--- src/rtl/comm_pkg.sv ---
// Shared types and constants for the comm framing blocks (transmit and receive sides).
package comm_pkg;

    typedef enum logic [2:0] {
        ST_IDLE,
        ST_PRE,
        ST_SYNC,
        ST_HDR,
        ST_FETCH,
        ST_PAY,
        ST_CRC,
        ST_DONE
    } tx_state_e;

    localparam logic [31:0] COMM_PREAMBLE = 32'hAAAA_AAAA;
    localparam logic [31:0] COMM_SYNC     = 32'h1ACF_FC1D;

    // CRC-32/MPEG-2: MSB-first, no reflection, no final XOR
    localparam logic [31:0] CRC32_POLY = 32'h04C1_1DB7;
    localparam logic [31:0] CRC32_INIT = 32'hFFFF_FFFF;

endpackage

--- src/rtl/comm_tx_framer_if.sv ---
// 32-bit valid/data/ack word link between the frame source and the transmit chain.
interface comm_tx_framer_if;

    logic        valid_o;
    logic [31:0] data_o;
    logic        ack_o;

    modport master (
        output valid_o,
        output data_o,
        input  ack_o
    );

    modport slave (
        input  valid_o,
        input  data_o,
        output ack_o
    );

endinterface

--- src/rtl/crc32_d32.sv ---
// Combinational next-CRC over one 32-bit word, MSB first; shared with the receive side.
module crc32_d32
    import comm_pkg::*;
(
    input  logic [31:0] i_crc,
    input  logic [31:0] i_data,
    output logic [31:0] o_crc
);

    logic [31:0] w_c;
    logic [31:0] w_d;

    always_comb begin
        w_c = i_crc;
        w_d = i_data;
        for (int unsigned i = 0; i < 32; i++) begin
            if (w_c[31] ^ w_d[31]) begin
                w_c = (w_c << 1) ^ CRC32_POLY;
            end else begin
                w_c = w_c << 1;
            end
            w_d = w_d << 1;
        end
        o_crc = w_c;
    end

endmodule

--- src/rtl/comm_tx_framer.sv ---
// Frame source: preamble, sync, header, payload from a sync RAM, then CRC-32/MPEG-2.
module comm_tx_framer
    import comm_pkg::*;
#(
    parameter int unsigned  ADDR_W         = 8,
    parameter int unsigned  PREAMBLE_WORDS = 2,
    parameter logic [31:0]  PREAMBLE       = COMM_PREAMBLE,
    parameter logic [31:0]  SYNC           = COMM_SYNC
) (
    input  logic              CLK,
    input  logic              RST,
    input  logic              start,
    input  logic [ADDR_W-1:0] len,
    output logic              busy,
    output logic              done,
    output logic              mem_rd_en,
    output logic [ADDR_W-1:0] mem_addr,
    input  logic [31:0]       mem_data,
    comm_tx_framer_if.master  tx
);

    localparam logic [3:0] LAST_PRE = 4'(PREAMBLE_WORDS - 1);

    tx_state_e         r_state, w_state_nxt;
    logic              r_valid, w_valid_nxt;
    logic [31:0]       r_data,  w_data_nxt;
    logic              r_busy,  w_busy_nxt;
    logic              r_done,  w_done_nxt;
    logic [3:0]        r_cnt,   w_cnt_nxt;
    logic [ADDR_W-1:0] r_len,   w_len_nxt;
    logic [ADDR_W-1:0] r_addr,  w_addr_nxt;
    logic [7:0]        r_seq,   w_seq_nxt;
    logic [31:0]       r_crc,   w_crc_nxt;

    logic              w_fire;
    logic              w_last;
    logic              w_rd_en;
    logic [ADDR_W-1:0] w_rd_addr;
    logic [15:0]       w_len16;
    logic [31:0]       w_hdr;
    logic [31:0]       w_crc_upd;

    assign w_fire  = r_valid & tx.ack_o;
    assign w_last  = (r_addr == r_len - ADDR_W'(1));
    assign w_len16 = 16'(r_len);
    assign w_hdr   = {w_len16[15:8], r_seq, 8'h00, w_len16[7:0]};

    // Only header and payload words feed the CRC, so the word on the bus is the input.
    crc32_d32 u_crc (
        .i_crc  (r_crc),
        .i_data (r_data),
        .o_crc  (w_crc_upd)
    );

    always_ff @(posedge CLK or negedge RST) begin
        if (!RST) begin
            r_state <= ST_IDLE;
            r_valid <= 1'b0;
            r_data  <= '0;
            r_busy  <= 1'b0;
            r_done  <= 1'b0;
            r_cnt   <= '0;
            r_len   <= '0;
            r_addr  <= '0;
            r_seq   <= '0;
            r_crc   <= '0;
        end else begin
            r_state <= w_state_nxt;
            r_valid <= w_valid_nxt;
            r_data  <= w_data_nxt;
            r_busy  <= w_busy_nxt;
            r_done  <= w_done_nxt;
            r_cnt   <= w_cnt_nxt;
            r_len   <= w_len_nxt;
            r_addr  <= w_addr_nxt;
            r_seq   <= w_seq_nxt;
            r_crc   <= w_crc_nxt;
        end
    end

    // RAM read is issued combinationally in the ack cycle so the fetch gap is one cycle.
    always_comb begin
        w_state_nxt = r_state;
        w_valid_nxt = r_valid;
        w_data_nxt  = r_data;
        w_busy_nxt  = r_busy;
        w_done_nxt  = 1'b0;
        w_cnt_nxt   = r_cnt;
        w_len_nxt   = r_len;
        w_addr_nxt  = r_addr;
        w_seq_nxt   = r_seq;
        w_crc_nxt   = r_crc;
        w_rd_en     = 1'b0;
        w_rd_addr   = r_addr;

        case (r_state)
            ST_IDLE: begin
                if (start) begin
                    w_state_nxt = ST_PRE;
                    w_valid_nxt = 1'b1;
                    w_data_nxt  = PREAMBLE;
                    w_busy_nxt  = 1'b1;
                    w_cnt_nxt   = '0;
                    w_len_nxt   = len;
                    w_addr_nxt  = '0;
                    w_crc_nxt   = CRC32_INIT;
                end
            end
            ST_PRE: begin
                if (w_fire) begin
                    if (r_cnt == LAST_PRE) begin
                        w_state_nxt = ST_SYNC;
                        w_data_nxt  = SYNC;
                    end else begin
                        w_cnt_nxt = r_cnt + 4'd1;
                    end
                end
            end
            ST_SYNC: begin
                if (w_fire) begin
                    w_state_nxt = ST_HDR;
                    w_data_nxt  = w_hdr;
                end
            end
            ST_HDR: begin
                if (w_fire) begin
                    w_crc_nxt = w_crc_upd;
                    if (r_len == '0) begin
                        w_state_nxt = ST_CRC;
                        w_data_nxt  = w_crc_upd;
                    end else begin
                        w_state_nxt = ST_FETCH;
                        w_valid_nxt = 1'b0;
                        w_rd_en     = 1'b1;
                        w_rd_addr   = '0;
                        w_addr_nxt  = '0;
                    end
                end
            end
            ST_FETCH: begin
                w_state_nxt = ST_PAY;
                w_valid_nxt = 1'b1;
                w_data_nxt  = mem_data;
            end
            ST_PAY: begin
                if (w_fire) begin
                    w_crc_nxt = w_crc_upd;
                    if (w_last) begin
                        w_state_nxt = ST_CRC;
                        w_data_nxt  = w_crc_upd;
                    end else begin
                        w_state_nxt = ST_FETCH;
                        w_valid_nxt = 1'b0;
                        w_rd_en     = 1'b1;
                        w_rd_addr   = r_addr + ADDR_W'(1);
                        w_addr_nxt  = r_addr + ADDR_W'(1);
                    end
                end
            end
            ST_CRC: begin
                if (w_fire) begin
                    w_state_nxt = ST_DONE;
                    w_valid_nxt = 1'b0;
                    w_data_nxt  = '0;
                    w_done_nxt  = 1'b1;
                end
            end
            ST_DONE: begin
                w_state_nxt = ST_IDLE;
                w_busy_nxt  = 1'b0;
                w_seq_nxt   = r_seq + 8'd1;
            end
            default: begin
                w_state_nxt = ST_IDLE;
            end
        endcase
    end

    assign busy       = r_busy;
    assign done       = r_done;
    assign mem_rd_en  = w_rd_en;
    assign mem_addr   = w_rd_addr;
    assign tx.valid_o = r_valid;
    assign tx.data_o  = r_data;

endmodule
--- src/flat_wrapper.sv ---
// flat-port wrapper written by rule: the top's interface ports become plain ports
module comm_tx_framer_flat import comm_pkg::*;
#(
    parameter int unsigned  ADDR_W         = 8,
    parameter int unsigned  PREAMBLE_WORDS = 2,
    parameter logic [31:0]  PREAMBLE       = COMM_PREAMBLE,
    parameter logic [31:0]  SYNC           = COMM_SYNC
)
  (CLK, RST, start, len, busy, done, mem_rd_en, mem_addr, mem_data, tx_valid_o, tx_data_o, tx_ack_o);
  comm_tx_framer_if tx_i ();
  input  logic CLK;
  input  logic RST;
  input  logic start;
  input  logic [ADDR_W-1:0] len;
  output logic busy;
  output logic done;
  output logic mem_rd_en;
  output logic [ADDR_W-1:0] mem_addr;
  input  logic [31:0] mem_data;
  output wire logic [$bits(tx_i.valid_o)-1:0] tx_valid_o;
  output wire logic [$bits(tx_i.data_o)-1:0] tx_data_o;
  input wire logic [$bits(tx_i.ack_o)-1:0] tx_ack_o;
  assign tx_valid_o = tx_i.valid_o;
  assign tx_data_o = tx_i.data_o;
  assign tx_i.ack_o = tx_ack_o;
  comm_tx_framer #(.ADDR_W(ADDR_W), .PREAMBLE_WORDS(PREAMBLE_WORDS), .PREAMBLE(PREAMBLE), .SYNC(SYNC)) u_core (.CLK(CLK), .RST(RST), .start(start), .len(len), .busy(busy), .done(done), .mem_rd_en(mem_rd_en), .mem_addr(mem_addr), .mem_data(mem_data), .tx(tx_i));
endmodule
--- config.mk ---
export PLATFORM = sky130hd
export DESIGN_NAME = comm_tx_framer_flat
export DESIGN_NICKNAME = d
export VERILOG_FILES = /design/src/rtl/comm_pkg.sv /design/src/rtl/comm_tx_framer_if.sv /design/src/rtl/crc32_d32.sv /design/src/rtl/comm_tx_framer.sv /design/src/flat_wrapper.sv
export SDC_FILE = /design/constraint.sdc
export NUM_CORES = 1
export LEC_CHECK = 0
export CELL_PAD_IN_SITES_DETAIL_PLACEMENT = 0
export CELL_PAD_IN_SITES_GLOBAL_PLACEMENT = 1
export CORE_UTILIZATION = 49
export CTS_CLUSTER_DIAMETER = 60
export DETAILED_ROUTE_END_ITERATION = 12
export HOLD_SLACK_MARGIN = 0.12
export PLACE_DENSITY_LB_ADDON = 0.2
export SKIP_CTS_REPAIR_TIMING = 1
export SYNTH_ARGS = -nofsm -noshare
export SYNTH_HDL_FRONTEND = slang
export SYNTH_SLANG_ARGS = --single-unit
--- constraint.sdc ---
create_clock -name CLK -period 10.7 [get_ports CLK]
set_clock_uncertainty 0.1 [all_clocks]
set_input_delay 1.07 -clock CLK [delete_from_list [all_inputs] [get_ports CLK]]
set_output_delay 1.07 -clock CLK [all_outputs]
set_load 0.05 [all_outputs]
* Yosys cells after proc, flatten, opt, wreduce, memory -nomap -nowiden
Index checks and enable logic that the tools add are counted.
** Word-level totals
- Word-level logic and storage cells :: 199
- Output and inout bits :: 44
- Bits of input ports :: 44
- Bits in registers :: 98
** Operators by class
- Equality and inequality tests :: 22
- Multiplexer cells :: 81
- Add/sub/neg operators :: 4
- Bitwise logic cells :: 65
- Reduce and logical (&&, ||, !) cells :: 17
** Operators with widths (count)
- two-way mux 27 bit :: 32
- NOT 14 bit :: 32
- two-way mux 32 bit :: 11
- one-hot mux 32 bit (7 select lines) :: 1
- one-hot mux 32 bit (2 select lines) :: 1
- two-way mux 8 bit :: 5
- XOR 1 bit :: 32
- one-hot mux 3 bit (8 select lines) :: 1
- one-hot mux 8 bit (3 select lines) :: 1
- two-way mux 3 bit :: 7
- != test 2 x 1 -> 1 bit (second input constant) :: 9
- adder 8 x 1 -> 8 bit (second input constant) :: 2
- one-hot mux 8 bit (2 select lines) :: 1
- AND reduction 7 bit :: 2
- equality test 3 bit (second input constant) :: 4
- two-way mux 1 bit :: 12
- two-way mux 4 bit :: 3
- AND reduction 10 bit :: 1
- equality test 8 bit :: 1
- zero test 8 bit :: 1
- != test 2 bit (second input constant) :: 4
- one-hot mux 4 bit (2 select lines) :: 1
- subtractor 8 x 1 -> 8 bit (second input constant) :: 1
- nonzero test 7 bit :: 1
- 16 further kinds :: 23

* Logic depth before layout (Yosys ltp)
- Depth in word-level cells :: 67
- Gate-level depth with buffers :: 13
- Mapped depth without buffers :: 12

* Modules after synthesis
Synthesis repeated with hierarchy kept, for this count alone.
** Unflattened totals
- Cells, all modules :: 845
- Area total of the unflattened synthesis :: 8612.0 um2
** Modules (own cells, without submodules)
- comm_tx_framer :: instances 1, area each 5338.9 um2, cells an instance 572, seq. area each 2452.4 um2
- crc32_d32 :: instances 1, area each 3273.1 um2, cells an instance 273, seq. area each 0.0 um2

* Worst setup path after synthesis
OpenSTA, ideal clock, no wires.
- Kind :: register to output
- Start :: reg u_core.r_len[0]
- End :: out mem_addr[7]
- Arrival :: 3388 ps
- Path buffers :: 1
- Cell stages (with the launch flop) :: 13
- Data required time :: 9530 ps
- Slack :: 6142 ps
- Cells stage by stage :: dfrtp_1 inv_1 ha_1 or3b_2 nand2_1 a211o_1 a31oi_1 o221ai_1 and2_1 clkbuf_1 nand4_1 xor2_1 o21ai_0
** On the way
- Longest elaborated chain between the ends :: 5
- Elaborated cells on any way between the ends :: 8
- Those cells by class :: add/sub: 1; eq/ne: 1; mux: 5; reduce/logical: 1
** Ends and longest elaborated chain
- start, declared :: RTL line comm_tx_framer.sv:30 : logic [ADDR_W-1:0] r_len, w_len_nxt;
- start signal, assigned :: RTL line comm_tx_framer.sv:74 : r_len <= w_len_nxt;
- subtractor 8 x 1 -> 8 bit :: RTL line comm_tx_framer.sv:44 : assign w_last = (r_addr == r_len - ADDR_W'(1));
- equality test 8 bit :: RTL line comm_tx_framer.sv:44
- two-way mux 8 bit :: RTL line comm_tx_framer.sv:148 : if (w_last) begin
- two-way mux 8 bit :: RTL line comm_tx_framer.sv:146 : if (w_fire) begin
- one-hot mux 8 bit (2 select lines) * :: RTL line comm_tx_framer.sv:96 : case (r_state)
- end, declared :: RTL line flat_wrapper.sv:18 : output logic [ADDR_W-1:0] mem_addr;
Mark *: on every way between the ends. The rest lies on a longest branch, timed or not.

* Worst setup path after layout
- Start :: reg u_core.r_len[0]
- End :: out mem_addr[6]
The elaborated chain is that of the path after synthesis.

==> results <==
- For this run, the number of Yosys warnings is 0.
- The time the final worst path needs with I/O delays and setup is ~5600 ps.
- The path depth of the worst reg2reg path is 8.
- The max-cap violation count is 0.
- The number of DRC violations after detailed routing is 0.
- The net count of the finished layout is 961.
- Cells with a size suffix above 1 make up 8.315% of the layout.
- The startpoint of the tightest hold check path is u_core.busy$_DFFE_PN0P_.
- Along the worst hold path, the cell count comes to 1.
- By startpoint and endpoint, the worst setup path is classified as flip-flop to output port.
- The number of antenna violations at the first check in global routing is 0.
- The largest area contributor in the synthesized netlist is sky130_fd_sc_hd__dfrtp_1.
- Setup repair after global routing left no endpoint under its margin.
- The data arrival time of the critical path is between 4000 and 5000 ps.
- The first global-routing pass estimated roughly 38000 um of wire.
- In the finished design, the share of the clock period the worst path needs comes to around 52%.
- By area the synthesized netlist is led by sky130_fd_sc_hd__dfrtp_1 29%, sky130_fd_sc_hd__xnor2_1 15%, sky130_fd_sc_hd__xnor3_1 12%.
- The count of nets left with antenna violations once routing finished came out at 0.
- Global routing consumed, over all layers together, 28.27% of the routing resources.
- The origin of the critical flop-to-flop path is u_core.r_state[1]$_DFFE_PN0P_.
- Yosys mapped a number of flops with a built-in enable equal to 0.
- The total standard cell area after synthesis is 8484 sq um.
- The worst setup path is launched from a flip-flop.
- The sequential cells in the finished layout cover a total of 2452 sq um.
- The wire length after detailed routing is 24130 um.
- The sink count of the clock tree is 98.
- Setup slack on the worst reg-to-reg path comes out at around 6300 ps.
- The remaining global-route overflow is 0.
- The clock passes through at most 2 buffers.
- The required time at the worst-slack endpoint is 9530 ps.
- The synthesized net count is 895.
- After synthesis the netlist holds a flip-flop and latch count of 98.
- From synthesis to final layout, the design area changed by 16.40%.
- The worst hold path terminates at u_core.busy$_DFFE_PN0P_.
- After floorplanning, the core was divided into 47 placement rows.
- The flow ran to the end, and the final reports show no timing, DRC or antenna violations.
- Derived from the worst setup path, the maximum achievable clock frequency is between 0.15 and 0.2 GHz.
- The worst pin sits at a relative slew slack of 23.27%.
- The largest fanout on the critical path is 8.
- At the pin with the least slew margin, the transition time is 1147 ps.
- The sequential-to-total area share from yosys stat is 28.90%.
- Clock-pin slew was measured on the worst setup and hold paths at ~80 ps.
- In the routed layout, each cell is associated on average with a via count of approximately 5.6.
- The placed wire-length estimate after detailed placement is 18410 um.
- The core region is 16760 sq um.
- In the final routed layout, each cell accounts on average for 21.28 um.
- The footprint of the multi-input gates is 5871 sq um.
- Cells fill between 50% and 60% of the core in the end.
- The number of input and output port buffers inserted is 87.
- The width of the die is roughly 130 um.
- After filler insertion, the fill cell instance count of the layout stands at 1470.
- The number of standard cells after synthesis is 843.
- The number of setup violations in the final report is 0.
- The total inserted antenna cells is 0.
- The effective utilization at floorplan is 50.62%.
- The predominant post-synthesis flop cell is sky130_fd_sc_hd__dfrtp_1.
- The worst setup path is captured at an output port.
- The number of clock buffers added by TritonCTS is 9.
- The per-instance average area after synthesis is between 10 and 15 sq um.
- For this run, the detailed router's first-pass iteration total came to 5.
- The floorplan step set the die height to 133.6 um.
- The die covers 17850 sq um.
- The count of final hold-check violations is 0.
- TritonCTS built the clock tree.
- The clock latency reported for the late side of the worst-skew pair is 360 ps.
- The number of DRC markers in iteration 0 is 395.
- At the end of routability-driven placement, the weighted congestion stood at 0.9651.
- The setup TNS after final layout is 0 ps.
- Sorting the synthesized cells by how often they occur yields 146 x sky130_fd_sc_hd__xnor2_1, 98 x sky130_fd_sc_hd__dfrtp_1, 96 x sky130_fd_sc_hd__nor2_1, 69 x sky130_fd_sc_hd__nand2_1, 53 x sky130_fd_sc_hd__xor2_1.
- The total count of max-transition violations in the final report is 0.
- The worst register-to-register path ends at u_core.r_crc[14]$_DFFE_PN0P_.
- Pin placement for this block handled 88 I/O pins.
- The via count of the first global-routing pass is 6377.
- The H-tree generated during clock tree synthesis spans 3 levels.
- The most frequent cell after synthesis is sky130_fd_sc_hd__xnor2_1.
- Of all flip-flops after synthesis, the portion carrying an async set or reset was 100.0%.
- The share of Yosys cell area claimed by the top area cell type is 28.90%.
- The path class of the tightest hold or removal check is flip-flop to flip-flop.
- The number of distinct library cell variants in the gate-level netlist after synthesis is 59.
- The maximum number of pins on one net before global-route repair is 72.
- The routed layout has 6335 vias.
- The root cell of the clock tree is sky130_fd_sc_hd__clkbuf_16.
state kept, by name (all words and copies together), names as in the netlist:
signal / flops
u_core.done: 1
u_core.r_addr: 8
u_core.r_len: 8
u_core.r_seq: 8
u_core.tx.data_o: 32
u_core.r_cnt: 4
u_core.busy: 1
u_core.tx.valid_o: 1
u_core.r_state: 3
u_core.r_crc: 32
placed cells by master (no fill, tap or decap), types with 4 or more instances in the layout:
master and count:
sky130_fd_sc_hd__o22ai_1 4, sky130_fd_sc_hd__xor2_2 4, sky130_fd_sc_hd__xor2_1 53, sky130_fd_sc_hd__xnor3_2 5
sky130_fd_sc_hd__xnor2_4 10, sky130_fd_sc_hd__a21oi_1 41, sky130_fd_sc_hd__nand2_1 68, sky130_fd_sc_hd__a221o_1 4
sky130_fd_sc_hd__xnor2_1 146, sky130_fd_sc_hd__o21a_1 4, sky130_fd_sc_hd__a221oi_1 5, sky130_fd_sc_hd__o21ai_1 10
sky130_fd_sc_hd__a211oi_1 5, sky130_fd_sc_hd__xnor2_2 16, sky130_fd_sc_hd__o211ai_1 5, sky130_fd_sc_hd__nand3_1 14
sky130_fd_sc_hd__or3_1 5, sky130_fd_sc_hd__ha_1 8, sky130_fd_sc_hd__buf_4 9, sky130_fd_sc_hd__xor3_1 4
sky130_fd_sc_hd__xnor3_1 44, sky130_fd_sc_hd__a21o_1 10, sky130_fd_sc_hd__inv_1 5, sky130_fd_sc_hd__o21ai_0 45
sky130_fd_sc_hd__dfrtp_1 98, sky130_fd_sc_hd__nor2_1 95, sky130_fd_sc_hd__clkdlybuf4s50_1 86, sky130_fd_sc_hd__clkbuf_16 9
sky130_fd_sc_hd__o221ai_1 5, sky130_fd_sc_hd__and3_1 6, sky130_fd_sc_hd__a31oi_1 10, sky130_fd_sc_hd__a22oi_1 10
sky130_fd_sc_hd__nor3_1 8, sky130_fd_sc_hd__mux2_2 7
metrics by stage:
stage          std cells  area, sq um  setup WS [ps]  hold slack, ps
2_1_floorplan        843         8484           6142           346.2
3_3_place_gp        1118         9553           5528           363.2
3_5_place_dp        1118         9553           5476           365.9
4_1_cts             1134         9876           5171           383.5
5_1_grt             1134         9876           4797           395.5
6_report            1134         9876           5102           386.9
worst max-delay path, cell delays in order, from the launching register on:
cell and delay, ps:
sky130_fd_sc_hd__dfrtp_1 430, sky130_fd_sc_hd__inv_1 100, sky130_fd_sc_hd__ha_1 190, sky130_fd_sc_hd__nor3b_1 470, sky130_fd_sc_hd__nand2_1 130, sky130_fd_sc_hd__nand3_1 110
sky130_fd_sc_hd__a31oi_1 80, sky130_fd_sc_hd__o221ai_1 360, sky130_fd_sc_hd__and2_1 390, sky130_fd_sc_hd__nand2_1 180, sky130_fd_sc_hd__or3_1 400, sky130_fd_sc_hd__or3_1 340
sky130_fd_sc_hd__nand2_1 80, sky130_fd_sc_hd__clkdlybuf4s50_1 800
worst max-delay path by stage:
stage,endpoint,slack (ps),start
2_1_floorplan,mem_addr[7],6140,u_core.r_len[0]$_DFFE_PN0P_
3_3_place_gp,mem_addr[6],5530,tx_ack_o
3_5_place_dp,mem_addr[6],5480,tx_ack_o
4_1_cts,mem_addr[6],5170,u_core.r_len[0]$_DFFE_PN0P_
5_1_grt,mem_addr[4],4800,u_core.r_len[0]$_DFFE_PN0P_
6_report,mem_addr[6],5100,u_core.r_len[0]$_DFFE_PN0P_
logic make-up (layout without fill, tap and decap cells):
logic type | Yosys count | after routing | share of synthesized area, %
compound gates | 177 | 177 | 13.18
xor+xnor | 283 | 283 | 42.12
fa+ha+maj | 11 | 11 | 1.534
buf+inv | 47 | 118 | 2.079
flops | 98 | 98 | 28.90
mux | 9 | 9 | 1.165
simple gates | 218 | 218 | 11.02
per-layer routing:
layer / wire [um] / part of all wire, % / global-route usage, % / vias to the layer above
li1: - / - / - / 3030
met1: 10520 / 44 / 37.56 / 3074
met2: 11870 / 49 / 47.34 / 195
met3: 1162 / 4.8 / 4.376 / 36
met4: 573 / 2.4 / 8.902 / 0
met5: 0 / 0 / 0 / -
final cells by class:
| type | count | area share (%) |
|---|---|---|
| clock buffers | 10 | 2.420 |
| clock inverters | 6 | 0.8489 |
| repair buffers | 95 | 9.401 |
| inverters | 7 | 0.2661 |
| well taps | 220 | 2.787 |
| multi-input cells | 698 | 59.45 |
| flip-flops and latches | 98 | 24.83 |
Power is not shown: default switching activity piles up to over one toggle a cycle in this logic, so the estimate is an artifact.
